===== src/rtl/scan_mux_pkg.sv =====
// Shared types and constants for the scan_mux channel multiplexer.
package scan_mux_pkg;

  typedef enum logic [1:0] {
    ST_MANUAL = 2'd0,
    ST_SCAN   = 2'd1,
    ST_HOLD   = 2'd2
  } state_t;

  localparam logic MODE_MANUAL = 1'b0;
  localparam logic MODE_SCAN   = 1'b1;

endpackage


===== src/rtl/scan_mux_ch_pick.sv =====
// Finds the next enabled channel above the current one, wrapping to 0.
// If no other channel is enabled the current index is returned unchanged.
module scan_mux_ch_pick #(
  parameter int N_CH = 4,
  parameter int SELW = $clog2(N_CH)
) (
  input  logic [SELW-1:0] cur_i,
  input  logic [N_CH-1:0] ch_en_i,
  output logic [SELW-1:0] nxt_o,
  output logic            wrapped_o,
  output logic            none_o
);

  // Walk the ring starting just above cur; the first enabled hit wins.
  always_comb begin
    int              idx;
    logic [SELW-1:0] idx_s;
    logic            found;
    idx       = 0;
    idx_s     = '0;
    found     = 1'b0;
    nxt_o     = cur_i;
    for (int k = 1; k < N_CH; k++) begin
      idx = int'(cur_i) + k;
      if (idx >= N_CH) idx = idx - N_CH;
      idx_s = SELW'(idx);
      if (!found && ch_en_i[idx_s]) begin
        found = 1'b1;
        nxt_o = idx_s;
      end
    end
    wrapped_o = found && (nxt_o < cur_i);
    none_o    = ~|ch_en_i;
  end

endmodule


===== src/rtl/scan_mux.sv =====
// Registered N-channel mux with manual select, masked round-robin scan
// with a dwell time, and an output freeze (hold).
module scan_mux
  import scan_mux_pkg::*;
#(
  parameter  int WIDTH = 4,
  parameter  int N_CH  = 4,
  parameter  int DWELL = 4,
  localparam int SELW  = $clog2(N_CH)
) (
  input  logic                  clk_i,
  input  logic                  reset_i,
  input  logic [N_CH*WIDTH-1:0] din_i,
  input  logic [SELW-1:0]       sel_i,
  input  logic                  mode_i,
  input  logic                  hold_i,
  input  logic [N_CH-1:0]       ch_en_i,
  output logic [WIDTH-1:0]      m_o,
  output logic [SELW-1:0]       ch_o,
  output logic                  valid_o,
  output logic                  wrap_o,
  output logic                  sel_err_o
);

  localparam int              DCW        = (DWELL > 1) ? $clog2(DWELL) : 1;
  localparam logic [DCW-1:0]  DWELL_LAST = DCW'(DWELL - 1);
  localparam logic [SELW:0]   NCH_W      = (SELW+1)'(N_CH);

  state_t                      state_q, state_d;
  logic [SELW-1:0]             ch_q, ch_d;
  logic [WIDTH-1:0]            m_q, m_d;
  logic [DCW-1:0]              dwell_q, dwell_d;
  logic                        valid_q, valid_d;
  logic                        wrap_q, wrap_d;
  logic                        err_q, err_d;

  logic [N_CH-1:0][WIDTH-1:0]  din_v;
  logic [SELW-1:0]             pick_nxt;
  logic                        pick_wrapped, pick_none;

  assign din_v = din_i;

  scan_mux_ch_pick #(.N_CH(N_CH), .SELW(SELW)) u_pick (
    .cur_i    (ch_q),
    .ch_en_i  (ch_en_i),
    .nxt_o    (pick_nxt),
    .wrapped_o(pick_wrapped),
    .none_o   (pick_none)
  );

  // Next-state: hold freezes everything, otherwise mode picks manual or scan.
  // Entering scan from manual keeps the current channel and restarts dwell;
  // coming back from hold resumes the frozen dwell count.
  always_comb begin
    state_d = state_q;
    ch_d    = ch_q;
    dwell_d = dwell_q;
    valid_d = 1'b1;
    wrap_d  = 1'b0;
    err_d   = 1'b0;
    if (hold_i) begin
      state_d = ST_HOLD;
      valid_d = 1'b0;
    end else if (mode_i == MODE_MANUAL) begin
      state_d = ST_MANUAL;
      dwell_d = '0;
      if ({1'b0, sel_i} < NCH_W) ch_d = sel_i;
      else                       err_d = 1'b1;
    end else begin
      state_d = ST_SCAN;
      if (state_q == ST_MANUAL) begin
        dwell_d = '0;
      end else if (dwell_q == DWELL_LAST || !ch_en_i[ch_q]) begin
        dwell_d = '0;
        ch_d    = pick_nxt;
        wrap_d  = pick_wrapped & ~pick_none;
      end else begin
        dwell_d = dwell_q + 1'b1;
      end
    end
    m_d = hold_i ? m_q : din_v[ch_d];
  end

  // State and output registers with synchronous reset.
  always_ff @(posedge clk_i) begin
    if (reset_i) begin
      state_q <= ST_MANUAL;
      ch_q    <= '0;
      m_q     <= '0;
      dwell_q <= '0;
      valid_q <= 1'b0;
      wrap_q  <= 1'b0;
      err_q   <= 1'b0;
    end else begin
      state_q <= state_d;
      ch_q    <= ch_d;
      m_q     <= m_d;
      dwell_q <= dwell_d;
      valid_q <= valid_d;
      wrap_q  <= wrap_d;
      err_q   <= err_d;
    end
  end

  assign m_o       = m_q;
  assign ch_o      = ch_q;
  assign valid_o   = valid_q;
  assign wrap_o    = wrap_q;
  assign sel_err_o = err_q;

endmodule

===== config.mk =====
export PLATFORM = sky130hd
export DESIGN_NAME = scan_mux
export DESIGN_NICKNAME = d
export VERILOG_FILES = /design/src/rtl/scan_mux_pkg.sv /design/src/rtl/scan_mux_ch_pick.sv /design/src/rtl/scan_mux.sv
export SDC_FILE = /design/constraint.sdc
export NUM_CORES = 1
export LEC_CHECK = 0
export BUFFER_PORTS_ARGS = -buffer_cell sky130_fd_sc_hd__buf_4
export CORE_MARGIN = 1.5
export CORE_UTILIZATION = 50
export DETAILED_ROUTE_END_ITERATION = 6
export GPL_TIMING_DRIVEN = 0
export PLACE_DENSITY = 0.83
export SKIP_CTS_REPAIR_TIMING = 1
export SLEW_MARGIN = 10
export SYNTH_ARGS = -nofsm -noshare
export SYNTH_HDL_FRONTEND = slang
export SYNTH_SLANG_ARGS = --single-unit

===== constraint.sdc =====
create_clock -name clk_i -period 6.3 [get_ports clk_i]
set_clock_uncertainty 0.1 [all_clocks]
set_input_delay 1.26 -clock clk_i [delete_from_list [all_inputs] [get_ports clk_i]]
set_output_delay 1.26 -clock clk_i [all_outputs]
set_load 0.05 [all_outputs]

; ---- Yosys cells after proc, flatten, opt, wreduce, memory -nomap -nowiden
; Cells that the tools add are included.
[op_classes]
n_reduce_logical = 11
bitwise = 3
n_lt_le_gt_ge = 9
addsub = 7
n_mux = 29
n_eq_ne = 1
[ops]
columns = op, n
row1 = 2-to-1 mux 2 bit, 14
row2 = < comparator 2 x 3 -> 1 bit (second input constant), 5
row3 = >= comparator 3 bit (second input constant), 3
row4 = 2-to-1 mux 1 bit, 9
row5 = binary-select mux 1 bit (select 2 bit), 4
row6 = binary-select mux 4 bit (select 2 bit), 1
row7 = adder 2 x 2 -> 3 bit (second input constant), 2
row8 = subtractor 2 x 1 -> 2 bit (second input constant), 3
row9 = OR reduction 5 bit, 1
row10 = 2-to-1 mux 4 bit, 1
row11 = OR reduction 4 bit, 1
row12 = adder 2 x 1 -> 3 bit (second input constant), 1
row13 = logical AND 1 bit, 3
row14 = zero test 1 bit, 3
row15 = adder 2 x 1 -> 2 bit (second input constant), 1
row16 = equality test 2 bit (second input constant), 1
row17 = zero test 2 bit, 1
row18 = < comparator 2 bit, 1
row19 = inverter 1 bit, 2
row20 = OR reduction 2 bit, 1
row21 = bitwise AND 1 bit, 1
row22 = logical OR 1 bit, 1
[word_totals]
output_inout_bits = 9
reg_bits = 12
inputBits = 26

; ---- Logic depth before layout (Yosys ltp)
[depth]
word_depth = 18
mapped_depth = 8

; ---- Cells and area by module
; A second synthesis with hierarchy kept.
[hier_totals]
cells_unflattened = 94
hier_area_um2 = 837.1
[modules_own_cells]
columns = mod, instances, seq_area_each_um2, cells_each, area_each_um2
row1 = scan_mux, 1, 240.2, 66, 641.9
row2 = scan_mux_ch_pick, 1, 0.0, 28, 195.2

; ---- Least setup slack after synthesis
; OpenSTA, ideal clock, no wires.
[synth_path]
path_kind = input -> register
startpoint = in ch_en_i[3]
endpoint = reg m_q[0], in the netlist m_o[0]
setup_slack_ns = 3.211
stages = 6
required_time_ns = 6.083
setup_ns = 0.117
t_arrival_ns = 2.872
cell_sequence = mux4_2 > a21o_4 > a2111o_1 > a31oi_4 > mux2i_1 > a22o_1
[synth_via]
elab_chain_len = 15
elab_cells_between_ends = 25
cone_classes = mux: 19 / reduce/logical: 6
[synth_lines]
columns = item, line
row1 = start: declaration, scan_mux.sv:17  ; input logic [N_CH-1:0] ch_en_i,
row2 = binary-select mux 1 bit (select 2 bit), scan_mux_ch_pick.sv:27  ; if (!found && ch_en_i[idx_s]) begin
row3 = 2-to-1 mux 1 bit (implied by the code), scan_mux_ch_pick.sv:27
row4 = 2-to-1 mux 1 bit, scan_mux_ch_pick.sv:27
row5 = zero test 1 bit, scan_mux_ch_pick.sv:27
row6 = logical AND 1 bit, scan_mux_ch_pick.sv:27
row7 = 2-to-1 mux 1 bit, scan_mux_ch_pick.sv:27
row8 = zero test 1 bit, scan_mux_ch_pick.sv:27
row9 = logical AND 1 bit, scan_mux_ch_pick.sv:27
row10 = 2-to-1 mux 2 bit, scan_mux_ch_pick.sv:27
row11 = 2-to-1 mux 2 bit *, scan_mux.sv:73  ; end else if (dwell_q == DWELL_LAST || !ch_en_i[ch_q]) begin
row12 = 2-to-1 mux 2 bit *, scan_mux.sv:71  ; if (state_q == ST_MANUAL) begin
row13 = 2-to-1 mux 2 bit *, scan_mux.sv:64  ; end else if (mode_i == MODE_MANUAL) begin
row14 = 2-to-1 mux 2 bit *, scan_mux.sv:61  ; if (hold_i) begin
row15 = binary-select mux 4 bit (select 2 bit) *, scan_mux.sv:81  ; m_d = hold_i ? m_q : din_v[ch_d];
row16 = 2-to-1 mux 4 bit (implied by the code) *, scan_mux.sv:81
row17 = end signal: assignment, scan_mux.sv:97  ; m_q <= m_d;
row18 = end: declaration, scan_mux.sv:31  ; logic [WIDTH-1:0] m_q, m_d;
; Every way passes the cells marked *; elsewhere a longest branch is shown, timed or not. The select of a mux whose other input is x is not followed.
; A chain may end at the register's enable or synchronous reset.

; ---- Worst setup path after layout
[layout_path]
startpoint = in ch_en_i[2]
endpoint = reg m_q[3], in the netlist m_o[3]
; The elaborated chain is that of the path after synthesis.

==> results by group <==
STA
  – Setup tns final: 0 ps
  – Final Max Slew Viols: 0
  – Worst Tran Pin Value: 522 ps
  – RSZ-0062 raised after global routing: false
  – Final Hold Vio Count: 0
  – Finish-stage setup viols: 0
  – Final period util: 48.7%
  – Fmax: 326 MHz
  – Worst rel slew slack: 65.2%
  – Fin crit period: 3070 ps
  – Worst setup margin: 3230 ps

Route
  – Starting DRT DRC Count: 17
  – Via count: 851
  – WL/cell: 14.2 um
  – First-pass iteration count of the detailed router: 4
  – DRC: 0
  – Total Wirelength: 2.08 mm
  – Post-route ant nets: 0
  – Vias per cell: 5.83

Synthesis
  – Yosys top cell by area: dfxtp_1
  – Area share of fa/ha/maj cells after synthesis: 2.95%
  – Ys flop type: dfxtp_1
  – Main combinational cell family by area after synthesis: compound AO/OA/AOI/OAI gates
  – Synth unique cells: 37
  – Syn_area_per_cell: 9.02 sq um
  – Share of the yosys chip area belonging to registers: 28.3%
  – Post-synthesis mux area share: 16.8%
  – Post-Synthesis Cell Area: 848 sq um
  – Yosys top cell area share: 28.3%
  – XOR/XNOR Fraction of Synth Area: 0%
  – Number of synthesized flops with an enable pin: 0
  – Post-Synthesis Cells: 94
  – Main area contributors after synthesis: dfxtp_1 28%, mux2i_1 14%, a22o_1 4.1%
  – Synth Area in Compound Gates: 31.7%
  – Post-Syn Nets: 122
  – Number of synthesis warnings: 0
  – Simple-gate share of the synthesized area: 13.9%
  – Synthesis-stage register bit count: 12
  – Asr flop ratio synth: 0%

Clocking
  – Clk slew on worst S/H paths: 80 ps
  – Longest Clk Path Bufs: 2
  – # H-tree levels: 1
  – CTS tree: done
  – Clock sinks: 12
  – CTS Buf Count: 3
  – Root Driver: clkbuf_4
  – Clk_lat worst skew: 280 ps

Critical path
  – Slowest-stage cell, CP: mux4_2
  – R2R cell count: 6
  – Crit path from: ch_en_i[2]
  – Maximum fanout along the worst path: 8
  – Crit path max-delay family: compound AO/OA/AOI/OAI gates
  – Worst-path cell chain: buf_4 -> mux4_2 -> a21o_4 -> a2111o_1 -> a31oi_4 -> mux2i_1 -> a22o_1
  – Worst R2R End: m_o[3]
  – R2R setup slack: 3870 ps
  – Reg2Reg Launch Point: ch_o[0]
  – CP peak stage delay: 510 ps
  – Worst Path Arrival: 3140 ps
  – Worst setup path class: input pin to flop
  – WP data required: 6370 ps
  – End of the critical path: m_o[3]
  – Worst path depth: 7
  – Crit path capture type: flop
  – Buf/Inv on CP: 1
  – Worst setup SP type: input pin

Die
  – Die footprint: 1950 sq um
  – Die width: 44.2 um
  – Initial Util: 55.0%
  – Die Ht: 44.2 um
  – Top-Level Pins: 35
  – Core region area: 1540 sq um
  – Core Rows: 14

Power and ir drop
  – Internal: 0.000152 W
  – Combinational power share: 35.9%
  – Clock share of power: 27.9%
  – Sw Share: 33.8%
  – Sw Pwr: 0.0000776 W
  – Pwr Total: 0.000229 W
  – Worst vdd ir: 0.124 mV
  – Flop pwr share: 36.3%
  – Leak: 0.511 nW
  – Pwr Density: 200 nW/um^2

Finish
  – Area Overhead vs Synth: 35.0%
  – Nets@finish: 159
  – Share of layout cells above drive strength 1: 33.1%
  – Most frequent cells in the layout: 33 x buf_4, 12 x mux2i_1, 12 x dfxtp_1
  – Most common cell after layout, fill and taps aside: buf_4
  – Ant diodes: 0

Global routing
  – Vias in the first global route: 800
  – GRT Overall Usage: 24.6%
  – Largest net degree at the start of global routing: 11
  – Initial antenna violation count: 0
  – First-pass GRT wire length: 3.47 mm
  – Overflow after GRT: 0

Hold path
  – Hold Crit Class: flop to flop

Placement
  – Detailed placement HPWL: 1.55 mm
  – Routability congestion estimate: 0.818
  – Dpl ws: 2940 ps
  – Port Buffer Count: 32

Run status
  – Status: finished, final reports clean

Flow run
  – Max Cap Violations: 0
## synth_stat cells (all sizes together) (3+ instances only)
master and count:
clkbuf 3, dfxtp 12, a22o 4, o21ai 3, mux2i 12, inv 7
nand2 5, nor3 4, nor2b 3, o22ai 3, a21oi 3, nor2 6
## worst min-delay path by stage
| stage | start | endpoint | slack, ps | cells after the start |
|---|---|---|---|---|
| 2_1_floorplan | dwell_q[1] | dwell_q[1] | 350 | 1 |
| 3_3_place_gp | dwell_q[1] | dwell_q[1] | 350 | 1 |
| 3_5_place_dp | m_o[1] | m_o[1] | 370 | 1 |
| 4_1_cts | dwell_q[0] | dwell_q[0] | 390 | 2 |
| 5_1_grt | m_o[0] | m_o[0] | 410 | 1 |
| 6_report | dwell_q[0] | dwell_q[0] | 380 | 2 |
## stage by stage
stage	cell area [sq um]	hold slack (ps)	util (%)	std cells
floorplan	848	346	-	94
global placement	1110	354	71.9	142
detailed placement	1110	370	71.9	142
CTS	1140	386	74.3	146
global route	1140	415	74.3	146
finish	1140	381	74.3	146
## worst reg2reg max path, stage by stage (launching register included)
cell,delay [ps]
dfxtp_1,410
mux4_2,570
a21o_4,270
a2111o_1,340
a31oi_4,310
mux2i_1,120
a22o_1,200
## flip-flops by register name (all words and copies together) (netlist names), named ones only
name,flops
state_q,2
wrap_o,1
m_o,4
ch_o,1
valid_o,1
dwell_q,2
## layer usage
| layer | track usage (%) | routed length (um) |
|---|---|---|
| met1 | 30.7 | 905 |
| met2 | 40.6 | 1000 |
| met3 | 6.12 | 119 |
| met4 | 9.70 | 50 |
| met5 | 0 | 0 |
## cell type report
cell class                 count  area, sq um
multi-input combinational     70          558
fill                         112          397
sequential                    12          240
timing repair buffer          32          240
clock buffer                   4         36.3
inverter                       7         26.3
buffer                         5         23.8
tap                           16         20.0
## cells by family after synthesis
family | after synthesis
compound gates | 30
simple gates | 24
mux | 13
buf+inv | 12
flops | 12
fa+ha+maj | 2
other cells | 1
## power groups by stage
| stage | sequential, W | clock (W) | combinational, W |
|---|---|---|---|
| floorplan | 0.0000976 | 0 | 0.0000412 |
| detailed placement | 0.0000849 | 0 | 0.0000817 |
| CTS | 0.0000833 | 0.0000639 | 0.0000825 |
| global route | 0.0000840 | 0.0000688 | 0.0000883 |
| global placement | 0.0000848 | 0 | 0.0000791 |
| finish | 0.0000832 | 0.0000639 | 0.0000822 |
Power figures use the tool's default switching activity.
